$ cat src/rtl/mc_pkg.sv
// rtl/mc_pkg.sv - shared state, opcode and datapath select codes for the multicycle controller
package mc_pkg;

  localparam logic [3:0] S_FETCH  = 4'd0;
  localparam logic [3:0] S_DECODE = 4'd1;
  localparam logic [3:0] S_MEMADR = 4'd2;
  localparam logic [3:0] S_MEMRD  = 4'd3;
  localparam logic [3:0] S_MEMWB  = 4'd4;
  localparam logic [3:0] S_MEMWR  = 4'd5;
  localparam logic [3:0] S_EXEC   = 4'd6;
  localparam logic [3:0] S_RWB    = 4'd7;
  localparam logic [3:0] S_BRANCH = 4'd8;
  localparam logic [3:0] S_JUMP   = 4'd9;
  localparam logic [3:0] S_IEXEC  = 4'd10;
  localparam logic [3:0] S_IWB    = 4'd11;

  localparam logic [5:0] OP_R    = 6'b000000;
  localparam logic [5:0] OP_LW   = 6'b100011;
  localparam logic [5:0] OP_SW   = 6'b101011;
  localparam logic [5:0] OP_BEQ  = 6'b000100;
  localparam logic [5:0] OP_J    = 6'b000010;
  localparam logic [5:0] OP_ADDI = 6'b001000;
  localparam logic [5:0] OP_ORI  = 6'b001101;

  localparam logic [1:0] ALUOP_ADD   = 2'b00;
  localparam logic [1:0] ALUOP_SUB   = 2'b01;
  localparam logic [1:0] ALUOP_FUNCT = 2'b10;
  localparam logic [1:0] ALUOP_OR    = 2'b11;

  localparam logic [1:0] SRCB_REG    = 2'b00;
  localparam logic [1:0] SRCB_FOUR   = 2'b01;
  localparam logic [1:0] SRCB_IMM    = 2'b10;
  localparam logic [1:0] SRCB_BRANCH = 2'b11;

  localparam logic [1:0] PCSRC_ALU    = 2'b00;
  localparam logic [1:0] PCSRC_ALUOUT = 2'b01;
  localparam logic [1:0] PCSRC_JUMP   = 2'b10;

  function automatic logic is_legal(input logic [5:0] op);
    return (op == OP_R) || (op == OP_LW) || (op == OP_SW) || (op == OP_BEQ) ||
           (op == OP_J) || (op == OP_ADDI) || (op == OP_ORI);
  endfunction

endpackage

$ cat src/rtl/mc_control_if.sv
// rtl/mc_control_if.sv - controller-to-datapath bundle: opcode/ready in, control strobes out
interface mc_control_if;
  logic [5:0] opcode;
  logic       mem_ready;
  logic       pc_write;
  logic       pc_write_cond;
  logic       iord;
  logic       mem_read;
  logic       mem_write;
  logic       ir_write;
  logic       mem_to_reg;
  logic       reg_dst;
  logic       reg_write;
  logic       alu_src_a;
  logic [1:0] alu_src_b;
  logic       zero_ext;
  logic [1:0] pc_source;
  logic [1:0] aluop;
  logic       illegal_op;
  logic [3:0] state;

  modport master (
    input  opcode, mem_ready,
    output pc_write, pc_write_cond, iord, mem_read, mem_write, ir_write,
           mem_to_reg, reg_dst, reg_write, alu_src_a, alu_src_b, zero_ext,
           pc_source, aluop, illegal_op, state
  );

  modport slave (
    output opcode, mem_ready,
    input  pc_write, pc_write_cond, iord, mem_read, mem_write, ir_write,
           mem_to_reg, reg_dst, reg_write, alu_src_a, alu_src_b, zero_ext,
           pc_source, aluop, illegal_op, state
  );
endinterface

$ cat src/rtl/mc_next_state.sv
// rtl/mc_next_state.sv - combinational next-state logic of the multicycle controller
module mc_next_state
  import mc_pkg::*;
(
  input  logic [3:0] state_i,
  input  logic [5:0] opcode_i,
  input  logic       mem_ready_i,
  output logic [3:0] state_d_o
);

  always_comb begin
    state_d_o = S_FETCH;
    case (state_i)
      S_FETCH:  state_d_o = mem_ready_i ? S_DECODE : S_FETCH;
      S_DECODE: begin
        case (opcode_i)
          OP_LW, OP_SW:    state_d_o = S_MEMADR;
          OP_R:            state_d_o = S_EXEC;
          OP_BEQ:          state_d_o = S_BRANCH;
          OP_J:            state_d_o = S_JUMP;
          OP_ADDI, OP_ORI: state_d_o = S_IEXEC;
          default:         state_d_o = S_FETCH;
        endcase
      end
      S_MEMADR: state_d_o = (opcode_i == OP_SW) ? S_MEMWR : S_MEMRD;
      S_MEMRD:  state_d_o = mem_ready_i ? S_MEMWB : S_MEMRD;
      S_MEMWR:  state_d_o = mem_ready_i ? S_FETCH : S_MEMWR;
      S_EXEC:   state_d_o = S_RWB;
      S_IEXEC:  state_d_o = S_IWB;
      // single-cycle terminal states and the unused encodings all return to FETCH
      default:  state_d_o = S_FETCH;
    endcase
  end

endmodule

$ cat src/rtl/mc_control.sv
// rtl/mc_control.sv - multicycle MIPS main control: state register plus output decode
module mc_control
  import mc_pkg::*;
(
  input  logic         clk,
  input  logic         rst,
  mc_control_if.master bus
);

  logic [3:0] state_q;
  logic [3:0] state_d;

  mc_next_state u_next_state (
    .state_i     (state_q),
    .opcode_i    (bus.opcode),
    .mem_ready_i (bus.mem_ready),
    .state_d_o   (state_d)
  );

  always_ff @(posedge clk) begin
    if (rst) state_q <= S_FETCH;
    else     state_q <= state_d;
  end

  // Reset masks every output in the same cycle so an in-flight write is dropped at once.
  always_comb begin
    bus.pc_write      = 1'b0;
    bus.pc_write_cond = 1'b0;
    bus.iord          = 1'b0;
    bus.mem_read      = 1'b0;
    bus.mem_write     = 1'b0;
    bus.ir_write      = 1'b0;
    bus.mem_to_reg    = 1'b0;
    bus.reg_dst       = 1'b0;
    bus.reg_write     = 1'b0;
    bus.alu_src_a     = 1'b0;
    bus.alu_src_b     = SRCB_REG;
    bus.zero_ext      = 1'b0;
    bus.pc_source     = PCSRC_ALU;
    bus.aluop         = ALUOP_ADD;
    bus.illegal_op    = 1'b0;
    bus.state         = 4'd0;
    if (!rst) begin
      bus.state = state_q;
      case (state_q)
        S_FETCH: begin
          bus.mem_read  = 1'b1;
          bus.alu_src_b = SRCB_FOUR;
          bus.ir_write  = bus.mem_ready;
          bus.pc_write  = bus.mem_ready;
        end
        S_DECODE: begin
          bus.alu_src_b  = SRCB_BRANCH;
          bus.illegal_op = !is_legal(bus.opcode);
        end
        S_MEMADR: begin
          bus.alu_src_a = 1'b1;
          bus.alu_src_b = SRCB_IMM;
        end
        S_MEMRD: begin
          bus.mem_read = 1'b1;
          bus.iord     = 1'b1;
        end
        S_MEMWB: begin
          bus.reg_write  = 1'b1;
          bus.mem_to_reg = 1'b1;
        end
        S_MEMWR: begin
          bus.mem_write = 1'b1;
          bus.iord      = 1'b1;
        end
        S_EXEC: begin
          bus.alu_src_a = 1'b1;
          bus.aluop     = ALUOP_FUNCT;
        end
        S_RWB: begin
          bus.reg_write = 1'b1;
          bus.reg_dst   = 1'b1;
        end
        S_BRANCH: begin
          bus.alu_src_a     = 1'b1;
          bus.aluop         = ALUOP_SUB;
          bus.pc_write_cond = 1'b1;
          bus.pc_source     = PCSRC_ALUOUT;
        end
        S_JUMP: begin
          bus.pc_write  = 1'b1;
          bus.pc_source = PCSRC_JUMP;
        end
        S_IEXEC: begin
          bus.alu_src_a = 1'b1;
          bus.alu_src_b = SRCB_IMM;
          bus.aluop     = (bus.opcode == OP_ORI) ? ALUOP_OR : ALUOP_ADD;
          bus.zero_ext  = (bus.opcode == OP_ORI);
        end
        S_IWB: begin
          bus.reg_write = 1'b1;
        end
        default: ;
      endcase
    end
  end

endmodule

$ cat src/flat_wrapper.sv
// flat-port wrapper written by rule: the top's interface ports become plain ports
module mc_control_flat import mc_pkg::*;
  (clk, rst, bus_opcode, bus_mem_ready, bus_pc_write, bus_pc_write_cond, bus_iord, bus_mem_read, bus_mem_write, bus_ir_write, bus_mem_to_reg, bus_reg_dst, bus_reg_write, bus_alu_src_a, bus_alu_src_b, bus_zero_ext, bus_pc_source, bus_aluop, bus_illegal_op, bus_state);
  mc_control_if bus_i ();
  input  logic clk;
  input  logic rst;
  input wire logic [$bits(bus_i.opcode)-1:0] bus_opcode;
  input wire logic [$bits(bus_i.mem_ready)-1:0] bus_mem_ready;
  output wire logic [$bits(bus_i.pc_write)-1:0] bus_pc_write;
  output wire logic [$bits(bus_i.pc_write_cond)-1:0] bus_pc_write_cond;
  output wire logic [$bits(bus_i.iord)-1:0] bus_iord;
  output wire logic [$bits(bus_i.mem_read)-1:0] bus_mem_read;
  output wire logic [$bits(bus_i.mem_write)-1:0] bus_mem_write;
  output wire logic [$bits(bus_i.ir_write)-1:0] bus_ir_write;
  output wire logic [$bits(bus_i.mem_to_reg)-1:0] bus_mem_to_reg;
  output wire logic [$bits(bus_i.reg_dst)-1:0] bus_reg_dst;
  output wire logic [$bits(bus_i.reg_write)-1:0] bus_reg_write;
  output wire logic [$bits(bus_i.alu_src_a)-1:0] bus_alu_src_a;
  output wire logic [$bits(bus_i.alu_src_b)-1:0] bus_alu_src_b;
  output wire logic [$bits(bus_i.zero_ext)-1:0] bus_zero_ext;
  output wire logic [$bits(bus_i.pc_source)-1:0] bus_pc_source;
  output wire logic [$bits(bus_i.aluop)-1:0] bus_aluop;
  output wire logic [$bits(bus_i.illegal_op)-1:0] bus_illegal_op;
  output wire logic [$bits(bus_i.state)-1:0] bus_state;
  assign bus_i.opcode = bus_opcode;
  assign bus_i.mem_ready = bus_mem_ready;
  assign bus_pc_write = bus_i.pc_write;
  assign bus_pc_write_cond = bus_i.pc_write_cond;
  assign bus_iord = bus_i.iord;
  assign bus_mem_read = bus_i.mem_read;
  assign bus_mem_write = bus_i.mem_write;
  assign bus_ir_write = bus_i.ir_write;
  assign bus_mem_to_reg = bus_i.mem_to_reg;
  assign bus_reg_dst = bus_i.reg_dst;
  assign bus_reg_write = bus_i.reg_write;
  assign bus_alu_src_a = bus_i.alu_src_a;
  assign bus_alu_src_b = bus_i.alu_src_b;
  assign bus_zero_ext = bus_i.zero_ext;
  assign bus_pc_source = bus_i.pc_source;
  assign bus_aluop = bus_i.aluop;
  assign bus_illegal_op = bus_i.illegal_op;
  assign bus_state = bus_i.state;
  mc_control u_core (.clk(clk), .rst(rst), .bus(bus_i));
endmodule
$ cat config.mk
export PLATFORM = sky130hd
export DESIGN_NAME = mc_control_flat
export DESIGN_NICKNAME = d
export VERILOG_FILES = /design/src/rtl/mc_pkg.sv /design/src/rtl/mc_control_if.sv /design/src/rtl/mc_next_state.sv /design/src/rtl/mc_control.sv /design/src/flat_wrapper.sv
export SDC_FILE = /design/constraint.sdc
export NUM_CORES = 1
export LEC_CHECK = 0
export CAP_MARGIN = 20
export CELL_PAD_IN_SITES_DETAIL_PLACEMENT = 0
export CELL_PAD_IN_SITES_GLOBAL_PLACEMENT = 1
export CORE_MARGIN = 3
export CORE_UTILIZATION = 30
export DETAILED_ROUTE_END_ITERATION = 16
export GPL_TIMING_DRIVEN = 0
export PLACE_DENSITY = 0.83
export SLEW_MARGIN = 20
export SYNTH_ARGS = -nofsm -noshare
export SYNTH_HDL_FRONTEND = slang
export SYNTH_SLANG_ARGS = --single-unit
$ cat constraint.sdc
create_clock -name clk -period 4.92 [get_ports clk]
set_clock_uncertainty 0.2 [all_clocks]
set_input_delay 1.23 -clock clk [delete_from_list [all_inputs] [get_ports clk]]
set_output_delay 1.23 -clock clk [all_outputs]
set_load 0.02 [all_outputs]
==> results of run 1 <==
-- cells by family after synthesis --
kind of cell,count (synthesis)
AO/OA/AOI/OAI,22
XOR/XNOR,4
buffers and inverters,13
flip-flops,4
AND/OR/NAND/NOR,55
-- area by class of cell --
cell class | count | area (um^2)
plain buffers | 12 | 83.83
clock buffers | 3 | 22.52
fillers | 219 | 1036
inverters | 1 | 3.754
multi-input cells | 81 | 514.2
flip-flops and latches | 4 | 80.08
well taps | 27 | 33.78
repair buffers | 29 | 287.8
-- worst max-delay path, cell delays in order --
cell and delay [ps]:
clkdlybuf4s50_1 610, nand3_2 140, or4_4 450, or3b_1 400, a211oi_2 210, dlygate4sd2_1 360
-- synthesized netlist by cell type (2+ instances only) --
cell type	n
a2111oi_0	2
a211oi_1	2
a21oi_1	6
a31oi_1	4
and3_1	2
buf_4	2
clkbuf_1	6
clkbuf_8	2
dfxtp_1	4
nand2_1	5
nand2b_1	2
nor2_1	11
nor2b_1	4
nor3_1	7
nor4_1	6
o21ai_0	2
or2b_2	2
or3_1	2
xor2_1	3
-- metrics by stage --
| step | utilization [%] | power [W] | setup TNS (ps) | setup slack, ps |
|---|---|---|---|---|
| 6_report | 49.76 | 0.0001195 | 0 | 83.09 |
| 5_1_grt | 49.76 | 0.0001263 | 0 | 9.273 |
| 4_1_cts | 49.76 | 0.0001206 | 0 | 84.39 |
| 3_5_place_dp | 48.79 | 0.00007915 | -205.0 | -192.9 |
| 3_3_place_gp | 48.79 | 0.00007891 | -233.0 | -190.8 |
| 2_1_floorplan | - | 0.00005873 | 0 | 538.7 |
-- routing by layer --
layer  share of wire [%]  global-route usage, %
met1                  48                  20.96
met2                  47                  24.60
met3                 3.8                  1.662
met4                0.92                  5.106
met5                   0                      0
-- power groups by stage --
| stage | Combinational [W] | Clock, W | Sequential, W |
|---|---|---|---|
| 2_1_floorplan | 0.0000247 | 0 | 0.0000340 |
| 3_3_place_gp | 0.0000449 | 0 | 0.0000340 |
| 3_5_place_dp | 0.0000451 | 0 | 0.0000340 |
| 4_1_cts | 0.0000451 | 0.0000420 | 0.0000335 |
| 5_1_grt | 0.0000488 | 0.0000440 | 0.0000335 |
| 6_report | 0.0000451 | 0.0000409 | 0.0000335 |
-- timing repair --
| item | in CTS | in global routing |
|---|---|---|
| setup endpoints to repair | 2 | 0 |
| hold buffers | 0 | 0 |
| resized for setup | 2 | 0 |
-- worst max path at each step --
stage	from	endpoint	slack [ps]	cells past startpoint
after floorplan	bus_opcode[1]	bus_illegal_op	540	5
after CTS	bus_opcode[2]	bus_aluop[1]	80	6
after detailed placement	bus_opcode[2]	bus_aluop[1]	-190	6
after global placement	bus_opcode[2]	bus_aluop[1]	-190	6
after global routing	bus_opcode[2]	bus_aluop[1]	9	6
final	bus_opcode[2]	bus_aluop[1]	80	6
==> run_results.csv, run 1 <==
group,metric,value,unit
final_layout,largest_reg_flops,4,
final_layout,layout_common_cells,"clkdlybuf4s50_1, nor2_1, nor3_1",
synth,ys_warn_count,0,
floorplan,die_w,53.68,um
final_layout,final_common_cell,"clkdlybuf4s50_1",
grt,antenna_found_initial,0,
synth,netlist_instances,98,
floorplan,io_pins,31,
route,avgViaCountPerCell,5.465,
critical_path,critPathKind,"input port to output port",
clocking,path_clk_slew,30,ps
power,p_switching,0.00003813,W
timing,hold_violations,0,
worst_hold_path,hold_path_class,"register to register",
placed_design,gp_congestion,0.7727,
final_layout,area_growth,50.46,%
clocking,root_buffer,"clkbuf_4",
floorplan,num_rows,16,
final_layout,fin_area,1026,um^2
synth,avgSynthCellArea,6.958,um^2
grt,grt_pass1_wl,3312,um
synth,synth-main-ff-cell,"dfxtp_1",
route,finalWirelength,2070,um
power,p_clk_share,34.2,%
final_layout,final_layout_size_suffix_gt1_share,12.31,%
synth,synth_xor_area_share,5.138,%
grt,grt_pass1_vias,705,
power,combPwrFrac,37.7,%
power,p_leak,0.3557,nW
timing,tightest_slew,471.3,ps
placed_design,place_area,1006,um^2
timing,rsz0062_at_grt,"no",
worst_hold_path,hp-start,"u_core.state_q[2]",
critical_path,reg2regPathDepth,5,
final_layout,final_cells,157,
critical_path,reg2reg_from,"u_core.state_q[0]",
power,powerDensity,116.5,nW/um^2
job,drv_cap,0,
power,vdd_drop_max,61.30,uV
power,switching_share,31.90,%
critical_path,crit_path_end_kind,"output port",
worst_hold_path,worstHoldPathCells,3,
final_layout,largestRegisters,"u_core.state_q x4",
synth,synth_fa_ha_area_share,0,%
timing,setup_viol_count_final,0,
grt,grt.total_usage,15.29,%
critical_path,r2r-end,"u_core.state_q[1]",
route,wl_per_cell,13.18,um
final_layout,antennaDiodeCount,0,
timing,relSlewSlack,68.58,%
clocking,htreeDepth,1,
timing,slew_viol_final,0,
final_layout,fin_nets,141,
timing,max_freq,206.7,MHz
floorplan,start_util,33.07,%
synth,synth_mux_area_share,0,%
outcome,outcome,"finished clean",
floorplan,core_area,2062,um^2
critical_path,required,3490,ps
clocking,cts_sinks,4,
synth,synth_compound_area_share,21.83,%
route,antenna_left,0,
synth,synthTopCellsByArea,"dfxtp_1, nor2_1, nor4_1, nor3_1, a21oi_1",
grt,grt_max_degree,11,
synth,synth_edf_count,0,
route,drc,0,
synth,ys_ff_latch,4,
clocking,clk_latency,240,ps
placed_design,port_buffers,29,
clocking,cts_setup_buffers,0,
critical_path,arrival,3410,ps
synth,synth-simple-area-share,48.44,%
clocking,clockBufferDepth,2,
synth,seq_area_frac_synth,11.74,%
floorplan,fp.dieH,53.68,um
synth,synth.distinct_cells,43,
synth,synth_nets,107,
placed_design,post-dp-hpwl,1597,um
worst_hold_path,hold_end,"u_core.state_q[0]",
route,vias,858,
clocking,cts_inserted_buffers,3,
critical_path,cp-start-kind,"input port",
synth,synth_top_family_by_area,"simple AND/OR/NAND/NOR gates",
final_layout,top_register,"u_core.state_q",
floorplan,die-area,2881,um^2
synth,synth_largest_area_cell,"dfxtp_1",
synth,synth.top_cell.area_share,11.74,%
power,p_int,0.00008141,W
grt,grt.overflow.total,0,
power,p_seq_share,28.0,%
synth,synthesis.area,681.9,um^2
placed_design,place_inst,154,
critical_path,r2r_slack,3090,ps
timing,hold_ws,478.8,ps
route,drt_iter0_drc,12,
synth,async_flop_share,0,%
critical_path,crit_fanout,6,
clocking,cts_tree,"yes",
route,firstDrtPassIters,4,
timing,period_needed,4837,ps
timing,fin_crit_sh,98.31,%
Note: power is estimated with default switching activity, not from simulation.
==> run 2, diff against run 1 <==
--- a/config.mk
+++ b/config.mk
@@ -8,7 +8,7 @@
 export CAP_MARGIN = 20
 export CELL_PAD_IN_SITES_DETAIL_PLACEMENT = 0
 export CELL_PAD_IN_SITES_GLOBAL_PLACEMENT = 1
-export CORE_MARGIN = 3
+export CORE_MARGIN = 2
 export CORE_UTILIZATION = 30
 export DETAILED_ROUTE_END_ITERATION = 16
 export GPL_TIMING_DRIVEN = 0
==> run 2 against run 1 <==
Net effect:
- setup slack improved by 32 ps
- sequential share of layout area barely moved
- hold slack lost 5.1 ps
- register-to-register slack hardly changed
- first-iteration DRC count down 33%
- wire length is 3.5% lower
- sequential cell count is the same
- global-route usage is 0.088 points higher
- via count down 3.5%
- cell count up 0.64%
- critical path depth is the same
- fmax up 0.67%
==> run_results.csv, run 2 (synthesized netlist as in run 1, its figures left out) <==
group,metric,value,unit
critical_path,arrival,3370,ps
critical_path,crit_fanout,6,
route,dr_wl_met2,968,um
floorplan,io_pins,31,
placed_design,post-dp-hpwl,1568,um
floorplan,fp.dieH,51.68,um
power,p_seq_share,28.2,%
final_layout,antennaDiodeCount,0,
critical_path,crit_buf_inv,2,
grt,grt_pass1_wl,3208,um
placed_design,port_buffers,29,
floorplan,die-area,2670,um^2
route,wl_met3,65,um
clocking,cts_setup_buffers,0,
timing,fin_crit_sh,97.66,%
timing,tightest_slew,521.8,ps
clocking,htreeDepth,1,
timing,slew_viol_final,0,
route,maxUsedRoutingLayer,"met4",
final_layout,top_register,"u_core.state_q",
timing,relSlewSlack,64.31,%
route,wl_per_cell,12.65,um
critical_path,cp_slowest_cell,"clkdlybuf4s50_1",
timing,setup_viol_count_final,0,
placed_design,gp_congestion,0.7338,
power,combPwrFrac,37.8,%
route,avgViaCountPerCell,5.241,
critical_path,worstPathCellList,"clkdlybuf4s50_1 -> nand3_2 -> or4_4 -> or3b_1 -> a211oi_2 -> dlygate4sd2_1",
final_layout,largestRegisters,"u_core.state_q x4",
clocking,cts_inserted_buffers,3,
clocking,hold_buffers,0,
clocking,clockBufferDepth,2,
critical_path,critPathKind,"input port to output port",
grt,grt.total_usage,15.38,%
grt,grt_pass1_vias,761,
route,drc,0,
final_layout,final_common_cell,"clkdlybuf4s50_1",
timing,hold_ws,473.7,ps
floorplan,die_w,51.68,um
route,m1WireLength,945,um
final_layout,fin_nets,141,
timing,period_needed,4805,ps
power,p_clk_share,33.9,%
critical_path,cp_top_family,"simple AND/OR/NAND/NOR gates",
timing,max_freq,208.1,MHz
grt,grt_max_degree,11,
power,p_switching,0.00003731,W
floorplan,num_rows,17,
clocking,cts_tree,"yes",
route,vias,828,
power,p_leak,0.3557,nW
power,powerDensity,115.6,nW/um^2
clocking,root_buffer,"clkbuf_4",
timing,rsz0062_at_grt,"no",
critical_path,crit_path_end_kind,"output port",
power,switching_share,31.44,%
critical_path,slowest_delay,610,ps
clocking,path_clk_slew,30,ps
final_layout,utilization,47.35,%
worst_hold_path,hold_path_class,"register to register",
power,p_int,0.00008139,W
critical_path,required,3490,ps
final_layout,largest_reg_flops,4,
route,firstDrtPassIters,4,
final_layout,area_growth,50.64,%
clocking,cts_sinks,4,
final_layout,layout_common_cells,"clkdlybuf4s50_1, nor2_1, nor3_1",
floorplan,core_area,2170,um^2
route,antenna_left,0,
final_layout,final_layout_size_suffix_gt1_share,12.31,%
grt,antenna_found_initial,0,
power,vdd_drop_max,62.71,uV
clocking,clk_latency,230,ps
route,finalWirelength,1998,um
outcome,outcome,"finished clean",
critical_path,cp-start-kind,"input port",
timing,hold_violations,0,
floorplan,start_util,31.43,%
job,drv_cap,0,
grt,grt.overflow.total,0,
route,drt_iter0_drc,8,
run 2: area by class of cell:
class	count	area (um^2)
inverter	1	3.754
multi-input combinational	81	514.2
sequential	4	80.08
fill	251	1142
timing repair buffer	29	287.8
buffer	12	83.83
clock buffer	3	22.52
tap	28	35.03
run 2: metal layers:
layer  vias up  track usage [%]
met4         0            7.456
met2        18            27.99
met1       378            18.36
met5         -                0
met3         2           0.5747
li1        430                -
run 2: path summary, 6_finish.rpt:
check	startpoint	to	slack, ps	depth (start not counted)
setup / recovery	bus_opcode[2]	bus_aluop[1]	120	6
hold / removal	u_core.state_q[2]	u_core.state_q[0]	470	3
setup reg to reg	u_core.state_q[0]	u_core.state_q[1]	3090	5
hold reg to reg	u_core.state_q[2]	u_core.state_q[0]	470	3
run 2: worst min-delay path, delay by kind of cell (launching register included):
| kind | cells | cell delay (ps) |
|---|---|---|
| and+or+nand+nor | 1 | 110 |
| AOI/OAI and AO/OA | 2 | 190 |
| DFF | 1 | 310 |
run 2: what timing repair did:
action	4_1_cts	5_1_grt
setup endpoints to repair	2	0
gates resized for setup	2	0
hold endpoints to repair	0	0
run 2: through the flow:
stage / worst slack, ps / instances / power (W) / instance area (um^2) / TNS [ps]
global route: 18.62 / 158 / 0.0001248 / 1027 / 0
detailed placement: -184.9 / 155 / 0.00007926 / 1007 / -200.6
floorplan: 538.7 / 98 / 0.00005873 / 681.9 / 0
finish: 115.2 / 158 / 0.0001187 / 1027 / 0
global placement: -186.7 / 155 / 0.00007878 / 1007 / -200.3
CTS: 92.10 / 158 / 0.0001207 / 1027 / 0
run 2: power by group through the flow:
stage	logic, W	registers (W)	clock network (W)
CTS	0.0000451	0.0000335	0.0000421
detailed placement	0.0000452	0.0000340	0
floorplan	0.0000247	0.0000340	0
finish	0.0000449	0.0000335	0.0000403
global placement	0.0000448	0.0000340	0
global route	0.0000489	0.0000335	0.0000423
==> run 3, diff against run 2 <==
--- a/config.mk
+++ b/config.mk
@@ -10,9 +10,10 @@
 export CELL_PAD_IN_SITES_GLOBAL_PLACEMENT = 1
 export CORE_MARGIN = 2
 export CORE_UTILIZATION = 30
+export CTS_CLUSTER_DIAMETER = 100
 export DETAILED_ROUTE_END_ITERATION = 16
 export GPL_TIMING_DRIVEN = 0
-export PLACE_DENSITY = 0.83
+export PLACE_DENSITY_LB_ADDON = 0.2
 export SLEW_MARGIN = 20
 export SYNTH_ARGS = -nofsm -noshare
 export SYNTH_HDL_FRONTEND = slang
==> run 3 against run 2 <==
Net effect:
- non-clock buffer count unchanged
- highest routed layer unchanged
- sequential power barely moved
- first-iteration DRC count up 25%
- die area is the same
- count of clock-buffer cells in the layout stayed put
- wire length is 3.0% lower
- critical path type unchanged
==> run_results.csv, run 3 (synthesized netlist as in run 1, its figures left out) <==
group,metric,value,unit
outcome,outcome,"finished clean",
worst_hold_path,hold_path_class,"register to register",
placed_design,post-dp-hpwl,1521,um
floorplan,io_pins,31,
job,drv_cap,0,
worst_hold_path,hp-start,"u_core.state_q[2]",
final_layout,layout_common_cells,"clkdlybuf4s50_1, nor2_1, nor3_1",
timing,period_needed,4778,ps
timing,slew_viol_final,0,
grt,antenna_found_initial,0,
floorplan,die-area,2670,um^2
timing,fin_crit_sh,97.11,%
final_layout,largest_reg_flops,4,
clocking,cts_sinks,4,
timing,hold_violations,0,
route,wl_per_cell,12.27,um
final_layout,fill_cells,230,
power,vdd_drop_max,113.4,uV
critical_path,critPathLaunch,"bus_opcode[0]",
route,finalWirelength,1939,um
timing,rsz0062_at_grt,"no",
clocking,cts_resized,2,
timing,tightest_slew,422.6,ps
route,avgViaCountPerCell,5.304,
grt,grt_pass1_wl,3215,um
placed_design,place_ws,-170.7,ps
floorplan,die_w,51.68,um
final_layout,multi_input_area,514.2,um^2
grt,grt_max_degree,11,
critical_path,crit_path_end_kind,"output port",
floorplan,num_rows,17,
timing,setup_viol_count_final,0,
critical_path,slowest_delay,590,ps
grt,grt_pass1_vias,711,
critical_path,cp_slowest_cell,"clkdlybuf4s50_1",
critical_path,worstPathCellList,"clkdlybuf4s50_1 -> nand3_2 -> or4_4 -> or3b_1 -> a211oi_2 -> dlygate4sd2_1",
critical_path,crit_fanout,7,
floorplan,core_area,2170,um^2
floorplan,start_util,31.43,%
clocking,cts_tree,"yes",
route,firstDrtPassIters,5,
final_layout,fin_nets,141,
worst_hold_path,worstHoldPathCells,3,
clocking,cts_inserted_buffers,3,
final_layout,largestRegisters,"u_core.state_q x4",
critical_path,reg2reg_from,"u_core.state_q[0]",
route,drt_iter0_drc,10,
critical_path,required,3490,ps
critical_path,reg2regPathDepth,5,
critical_path,r2r_slack,3070,ps
clocking,clk_latency,230,ps
timing,setup_ws,142.4,ps
final_layout,final_common_cell,"clkdlybuf4s50_1",
clocking,root_buffer,"clkbuf_4",
critical_path,cp-start-kind,"input port",
route,vias,838,
final_layout,ff_latch_area,80.08,um^2
power,p_leak,0.3648,nW
route,drc,0,
critical_path,cp_top_family,"simple AND/OR/NAND/NOR gates",
placed_design,place_inst,155,
placed_design,port_buffers,29,
timing,max_freq,209.3,MHz
final_layout,area_growth,51.01,%
clocking,path_clk_slew,30,ps
worst_hold_path,hold_end,"u_core.state_q[0]",
final_layout,antennaDiodeCount,0,
final_layout,top_register,"u_core.state_q",
clocking,cts_setup_buffers,0,
grt,grt.total_usage,15.67,%
floorplan,fp.dieH,51.68,um
final_layout,final_layout_size_suffix_gt1_share,12.31,%
placed_design,gp_congestion,0.7263,
critical_path,crit_buf_inv,2,
route,antenna_left,0,
grt,grt.overflow.total,0,
timing,relSlewSlack,71.10,%
critical_path,arrival,3350,ps
critical_path,critPathKind,"input port to output port",
critical_path,r2r-end,"u_core.state_q[1]",
clocking,clockBufferDepth,2,
power,powerDensity,114.9,nW/um^2
clocking,htreeDepth,1,
final_layout,final_cells,158,
clocking,hold_buffers,0,
## run 3: worst max-delay path by stage
stage,to,cells after the start
2_1_floorplan,bus_illegal_op,5
3_3_place_gp,bus_aluop[1],6
3_5_place_dp,bus_aluop[1],6
4_1_cts,bus_aluop[1],6
5_1_grt,bus_aluop[1],6
6_report,bus_aluop[1],6
## run 3: tightest hold or removal path: stages, from the launching register on
cell and delay (ps):
dfxtp_1 310, nand4bb_1 120, a21o_1 120, a31oi_1 70
## run 3: power by group
part	switching [W]	internal, W
registers	0.000000196	0.0000334
clock network	0.0000128	0.0000272
logic	0.0000241	0.0000207
## run 3: final cells by class
type / count / area share [%]
tap: 28 / 3.402
inverter: 1 / 0.3645
multi-input combinational: 81 / 49.94
clock buffer: 3 / 2.187
buffer: 12 / 8.141
sequential: 4 / 7.776
timing repair buffer: 29 / 28.19
## run 3: through the flow
step                      total power, W  instance area (um^2)  TNS (ps)  utilization (%)  hold WS (ps)
after floorplan               0.00005873                 681.9         0                -         417.5
after global placement        0.00007873                  1007    -196.0            46.42         458.3
after detailed placement      0.00007912                  1007    -270.9            46.42         463.0
after CTS                      0.0001199                  1027         0            47.35         467.7
after global routing           0.0001266                  1030         0            47.46         498.7
final                          0.0001183                  1030         0            47.46         467.8
## run 3: layer usage
layer,track usage (%),share of wire [%],wire [um]
met5,0,0,0
met3,3.448,5.7,111
met2,26.28,47,912
met4,5.702,0.72,14
met1,19.55,46,901
